File: src/rtl/instr_encoder_loader_pkg.sv
// Shared encodings for the RV32I instruction encoder/loader: opcodes, command kinds and the
// canonical NOP word.
package instr_encoder_loader_pkg;

  localparam logic [6:0] OP_R      = 7'b0110011;
  localparam logic [6:0] OP_LOAD   = 7'b0000011;
  localparam logic [6:0] OP_STORE  = 7'b0100011;
  localparam logic [6:0] OP_BRANCH = 7'b1100011;
  localparam logic [6:0] OP_IMM    = 7'b0010011;

  localparam logic [6:0] F7_ALT  = 7'b0100000;
  localparam logic [2:0] F3_WORD = 3'b010;
  localparam logic [2:0] F3_BEQ  = 3'b000;

  // addi x0, x0, 0
  localparam logic [31:0] NOP_WORD = 32'h0000_0013;

  typedef enum logic [2:0] {
    KindR    = 3'd0,
    KindLw   = 3'd1,
    KindSw   = 3'd2,
    KindBeq  = 3'd3,
    KindAddi = 3'd4
  } cmd_kind_e;

endpackage

File: src/rtl/instr_encoder_loader_packer.sv
// Combinational field packer: turns a symbolic command into an RV32I word and flags commands
// that cannot be encoded.
module instr_field_packer
  import instr_encoder_loader_pkg::*;
(
  input  logic [2:0]  kind_i,
  input  logic [4:0]  rd_i,
  input  logic [4:0]  rs1_i,
  input  logic [4:0]  rs2_i,
  input  logic [2:0]  funct3_i,
  input  logic        alt_i,
  input  logic [12:0] imm_i,
  output logic [31:0] word_o,
  output logic        illegal_o
);

  always_comb begin
    word_o    = '0;
    illegal_o = 1'b0;
    case (kind_i)
      KindR:    word_o = {(alt_i ? F7_ALT : 7'b0), rs2_i, rs1_i, funct3_i, rd_i, OP_R};
      KindLw:   word_o = {imm_i[11:0], rs1_i, F3_WORD, rd_i, OP_LOAD};
      KindSw:   word_o = {imm_i[11:5], rs2_i, rs1_i, F3_WORD, imm_i[4:0], OP_STORE};
      KindBeq: begin
        word_o    = {imm_i[12], imm_i[10:5], rs2_i, rs1_i, F3_BEQ, imm_i[4:1], imm_i[11],
                     OP_BRANCH};
        // Branch targets are halfword aligned; bit 0 has no place in the encoding.
        illegal_o = imm_i[0];
      end
      KindAddi: word_o = {imm_i[11:0], rs1_i, funct3_i, rd_i, OP_IMM};
      default:  illegal_o = 1'b1;
    endcase
  end

endmodule

File: src/rtl/instr_encoder_loader.sv
// Loads encoded RV32I words into instruction memory from address 0 upward.
// Optional NOP padding to the end of memory is built when ENC_NOP_PAD_EN is defined.
module instr_encoder_loader
  import instr_encoder_loader_pkg::*;
#(
  parameter int unsigned ADDR_W = 6,
  parameter int unsigned DEPTH  = 64
) (
  input  logic              clk_i,
  input  logic              rst_ni,
  input  logic              clear_i,
  input  logic              cmd_valid_i,
  output logic              cmd_ready_o,
  input  logic [2:0]        cmd_kind_i,
  input  logic [4:0]        cmd_rd_i,
  input  logic [4:0]        cmd_rs1_i,
  input  logic [4:0]        cmd_rs2_i,
  input  logic [2:0]        cmd_funct3_i,
  input  logic              cmd_alt_i,
  input  logic [12:0]       cmd_imm_i,
  output logic              imem_we_o,
  output logic [ADDR_W-1:0] imem_addr_o,
  output logic [31:0]       imem_wdata_o,
  input  logic              imem_ready_i,
  output logic              full_o,
  output logic              err_o,
  output logic [ADDR_W:0]   count_o,
  input  logic              pad_i
);

`ifdef ENC_NOP_PAD_EN
  typedef enum logic [1:0] {StIdle, StWrite, StFull, StPad} state_e;
`else
  typedef enum logic [1:0] {StIdle, StWrite, StFull} state_e;
`endif

  localparam logic [ADDR_W:0] DepthW = (ADDR_W + 1)'(DEPTH);

  state_e              state_q, state_d;
  logic [ADDR_W-1:0]   addr_q, addr_d;
  logic [ADDR_W:0]     count_q, count_d;
  logic [31:0]         wdata_q, wdata_d;
  logic                err_q, err_d;

  logic [31:0]         pk_word;
  logic                pk_illegal;
  logic                full;
  logic                pad_go;
  logic                accept;
  logic [ADDR_W:0]     count_inc;

  instr_field_packer u_packer (
    .kind_i    (cmd_kind_i),
    .rd_i      (cmd_rd_i),
    .rs1_i     (cmd_rs1_i),
    .rs2_i     (cmd_rs2_i),
    .funct3_i  (cmd_funct3_i),
    .alt_i     (cmd_alt_i),
    .imm_i     (cmd_imm_i),
    .word_o    (pk_word),
    .illegal_o (pk_illegal)
  );

  assign full      = (count_q == DepthW);
  assign count_inc = count_q + 1'b1;

`ifdef ENC_NOP_PAD_EN
  assign pad_go = pad_i && (state_q == StIdle) && !full && !clear_i;
`else
  logic unused_pad;
  assign unused_pad = pad_i;
  assign pad_go     = 1'b0;
`endif

  assign cmd_ready_o = (state_q == StIdle) && !full && !clear_i && !pad_go;
  assign accept      = cmd_valid_i && cmd_ready_o;

  always_ff @(posedge clk_i or negedge rst_ni) begin
    if (!rst_ni) begin
      state_q <= StIdle;
    end else begin
      state_q <= state_d;
    end
  end

  always_ff @(posedge clk_i or negedge rst_ni) begin
    if (!rst_ni) begin
      addr_q  <= '0;
      count_q <= '0;
      wdata_q <= '0;
      err_q   <= 1'b0;
    end else begin
      addr_q  <= addr_d;
      count_q <= count_d;
      wdata_q <= wdata_d;
      err_q   <= err_d;
    end
  end

  always_comb begin
    state_d = state_q;
    addr_d  = addr_q;
    count_d = count_q;
    wdata_d = wdata_q;
    err_d   = 1'b0;
    if (clear_i) begin
      state_d = StIdle;
      addr_d  = '0;
      count_d = '0;
    end else begin
      case (state_q)
        StIdle: begin
          if (pad_go) begin
`ifdef ENC_NOP_PAD_EN
            state_d = StPad;
`endif
            wdata_d = NOP_WORD;
          end else if (accept) begin
            if (pk_illegal) begin
              err_d = 1'b1;
            end else begin
              wdata_d = pk_word;
              state_d = StWrite;
            end
          end
        end
        StWrite: begin
          if (imem_ready_i) begin
            addr_d  = addr_q + 1'b1;
            count_d = count_inc;
            state_d = (count_inc == DepthW) ? StFull : StIdle;
          end
        end
`ifdef ENC_NOP_PAD_EN
        StPad: begin
          if (imem_ready_i) begin
            addr_d  = addr_q + 1'b1;
            count_d = count_inc;
            state_d = (count_inc == DepthW) ? StFull : StPad;
          end
        end
`endif
        StFull:  ;
        default: state_d = StIdle;
      endcase
    end
  end

  always_comb begin
    imem_we_o = (state_q == StWrite);
`ifdef ENC_NOP_PAD_EN
    imem_we_o = imem_we_o || (state_q == StPad);
`endif
  end

  assign imem_addr_o  = addr_q;
  assign imem_wdata_o = wdata_q;
  assign full_o       = full;
  assign err_o        = err_q;
  assign count_o      = count_q;

endmodule
File: config.mk
export PLATFORM = sky130hd
export DESIGN_NAME = instr_encoder_loader
export DESIGN_NICKNAME = d
export VERILOG_FILES = /design/src/rtl/instr_encoder_loader_pkg.sv /design/src/rtl/instr_encoder_loader_packer.sv /design/src/rtl/instr_encoder_loader.sv
export SDC_FILE = /design/constraint.sdc
export NUM_CORES = 1
export LEC_CHECK = 0
export BUFFER_PORTS_ARGS = -buffer_cell sky130_fd_sc_hd__buf_2
export CORE_MARGIN = 3
export CORE_UTILIZATION = 40
export DETAILED_ROUTE_END_ITERATION = 10
export GPL_TIMING_DRIVEN = 0
export PLACE_DENSITY_LB_ADDON = 0.25
export SLEW_MARGIN = 40
export SYNTH_ARGS = -nofsm -noshare
export SYNTH_HDL_FRONTEND = slang
export SYNTH_SLANG_ARGS = --single-unit
File: constraint.sdc
create_clock -name clk_i -period 1.7 [get_ports clk_i]
set_input_delay 0.085 -clock clk_i [delete_from_list [all_inputs] [get_ports clk_i]]
set_output_delay 0.085 -clock clk_i [all_outputs]
set_load 0.1 [all_outputs]
==> metrics.cfg <==
[run_status]
run_status = finished with violations
violated_checks = negative setup slack

[hold_path]
min_path_type = input port to register
worstHoldStart = cmd_rs1_i[0]
hold-path-cell-count = 2
worstHoldEndpoint = imem_wdata_o[15]$_DFFE_PN0P_

[worst_setup_path]
timing.rr.end = imem_wdata_o[17]$_DFFE_PN0P_
start_kind = register
timing.critical_path.fanout_max = 10
setup.reg_to_reg.worst_slack_ns = -0.23
end_kind = register
cp.required_ns = 1.88
worstPathArrival_ns = 2.11
r2r.worst_path.cells = 5
worstSetupPathType = register to register
worst_r2r_startpoint = count_o[3]$_DFFE_PN0P_

[synth]
synth.top_cells.by_area = dfrtp_1 47%, mux2_4 16%, a22o_1 3.3%
synth_edf_count = 0
syn_area_per_cell_um2 = 11.91
yosys_warnings = 0
yosys.cell_types.count = 43
count_leader_synth = dfrtp_1
postSynthCellCount = 201
ys_dominant_reg_cell = dfrtp_1
synthArstFlopShare = 1.000
post_synth_instance_area_mm2 = 0.002394
synth.yosys.seq_area_share = 0.4705
synth_largest_type_area_fraction = 0.4705
post_synth_most_frequent_cells = 45 x dfrtp_1, 25 x mux2_4, 20 x nor2_1, 13 x nand2_1
most_area_hungry_cell_type_in_the_yosys_netlist = dfrtp_1
ys_seq_elements = 45

[place]
io_buffer_count = 86
place_worst_setup_slack_ns = -0.3021
total_half_perimeter_wirelength_after_legalization_and_detailed_placement_mm = 3.844
gp_congestion = 0.7624
dpl.cell_count = 360
placed_cell_area_mm2 = 0.002967

[power_and_ir_drop]
ir_drop_v = 0.0009043
power_density_mw_per_mm2 = 1223
leakagePower_nw = 1.622

[layout]
fin_area_mm2 = 0.003259
insertedDiodeCount = 0
layout_cell_share_with_drive_strength_beyond_1 = 0.5455
syn_to_final_growth_pct = 36.17
number_of_fillers_in_the_final_layout = 504
final_cells = 380
num-nets-final = 352

[die]
die_h_um = 83.36
fp.coreArea_mm2 = 0.005642
fp-row-count = 27
die_width_um = 83.36
io-pin-count = 90
die_area_mm2 = 0.006948
floorplan.initialDensity = 0.4243

[clock_tree]
tritoncts.num_buffers = 5
tritoncts = yes
clock_latency_ns = 0.29
htreeDepth = 2
cts.sinks = 45
cts_buffer_depth = 2
buffer_cell_driving_the_clock_tree_root = clkbuf_8
clkTransAtPathRegs_ns = 0.09

[routing]
via_count = 1854
vias_per_cell = 4.879
drtPass1Iterations = 4
drt_drc_violations_left = 0
drt-initial-drc-count = 50
postRouteAntennaNets = 0
routedWlPerCell_um = 14.12
wl_mm = 5.365

[grt]
antenna_found_initial = 0
first_global_vias = 1842
grt_pass1_wl_mm = 8.694
grt_max_degree = 46
global_route_usage_over_all_layers = 0.1544
grt_overflow = 0

[timing]
timing.max_slew.rel_slack = 0.6225
timing.final.ws_setup_ns = -0.2274
worst_clock_skew_ns = 0.01095
fin_tns_setup_ns = -6.546
finalSetupViolations = 33
finalHoldWorstSlack_ns = 0.01670
hold_viol = 0
clock.fmax_mhz = 518.8
min_period_over_period = 1.134
slew_viol_final = 0
timing_worst_slew_pin_value_ns = 0.5663
fin_crit_ns = 1.927
setup_repair_after_global_routing_missed_its_margin = true

[job]
cap_violations = 0

[logic make-up (layout without fill, tap and decap cells)]
logic type	count (synthesis)	in the layout	synth area share
compound gates	22	22	0.06796
xor+xnor	12	12	0.04391
fa+ha+maj	4	4	0.02091
buf+inv	21	127	0.06482
flops	45	45	0.4705
mux	32	32	0.1871
other cells	1	2	0.001567
simple gates	64	64	0.1432
[area by class of cell]
| class | count | area, um^2 | share of cell area |
|---|---|---|---|
| inverter | 9 | 33.78 | 0.01036 |
| multi-input combinational | 136 | 1192 | 0.3658 |
| clock inverter | 2 | 13.76 | 0.004223 |
| clock buffer | 6 | 82.58 | 0.02534 |
| tap | 72 | 90.09 | 0.02764 |
| timing repair buffer | 98 | 565.5 | 0.1735 |
| buffer | 12 | 131.4 | 0.04031 |
| sequential | 45 | 1150 | 0.3528 |
[worst max path at each step]
stage,startpoint,endpoint
2_1_floorplan,count_o[5]$_DFFE_PN0P_,imem_wdata_o[27]$_DFFE_PN0P_
3_3_place_gp,count_o[5]$_DFFE_PN0P_,imem_wdata_o[30]$_DFFE_PN0P_
3_5_place_dp,count_o[5]$_DFFE_PN0P_,imem_wdata_o[28]$_DFFE_PN0P_
4_1_cts,count_o[3]$_DFFE_PN0P_,imem_wdata_o[23]$_DFFE_PN0P_
5_1_grt,count_o[1]$_DFFE_PN0P_,imem_wdata_o[30]$_DFFE_PN0P_
6_report,count_o[3]$_DFFE_PN0P_,imem_wdata_o[17]$_DFFE_PN0P_
[what timing repair did]
action	in CTS	in global routing
hold endpoints to repair	45	1
resized for setup	14	10
setup buffers	6	4
pin swaps	1	5
endpoints found under the setup margin	32	40
hold buffers	1	1
[layer usage]
| metal | vias up | part of all wire | track usage |
|---|---|---|---|
| met2 | 63 | 0.49 | 0.2485 |
| met5 | - | 0 | 0 |
| met3 | 5 | 0.077 | 0.05060 |
| li1 | 901 | - | - |
| met4 | 0 | 0.0086 | 0.04903 |
| met1 | 885 | 0.43 | 0.1963 |
[worst max-delay path, stage by stage, from the launching register on]
cell	delay, ns
dfrtp_4	0.48
or3_4	0.40
o31a_4	0.30
and3_4	0.18
buf_12	0.15
mux2_4	0.29
[stage by stage]
| stage | power, mW | utilization |
|---|---|---|
| floorplan | 2.972 | - |
| global placement | 3.279 | 0.5254 |
| detailed placement | 3.296 | 0.5258 |
| CTS | 4.027 | 0.5627 |
| global route | 4.158 | 0.5777 |
| finish | 3.985 | 0.5777 |
[cells in the final DEF (no fill, tap or decap), drive strengths merged, types with 2 or more instances in the layout]
cell type	count
ha	4
a21oi	6
or2	2
xnor2	5
nand3	2
and3b	2
inv	9
clkinv	2
nand4	3
dlygate4sd3	2
nor4b	2
mux2i	5
and3	2
conb	2
nor2b	3
nor2	20
dfrtp	45
clkbuf	10
and2b	3
a22o	9
nand2	13
mux2	27
o21ai	2
buf	104
xor2	7
nor3	6
[flip-flops by register name, indices dropped and copies added, names as in the netlist]
register      cells
err_o             1
imem_addr_o       6
imem_wdata_o     29
count_o           7
state_q           2
[power breakdown]
group / internal, mW / switching, mW / total, mW / leakage (nW)
registers: 1.24 / 0.0967 / 1.33 / 0.563
logic: 0.436 / 1.52 / 1.96 / 1.01
clock network: 0.330 / 0.363 / 0.692 / 0.0512
total: 2.00 / 1.98 / 3.99 / 1.62
Power figures use the tool's default switching activity.
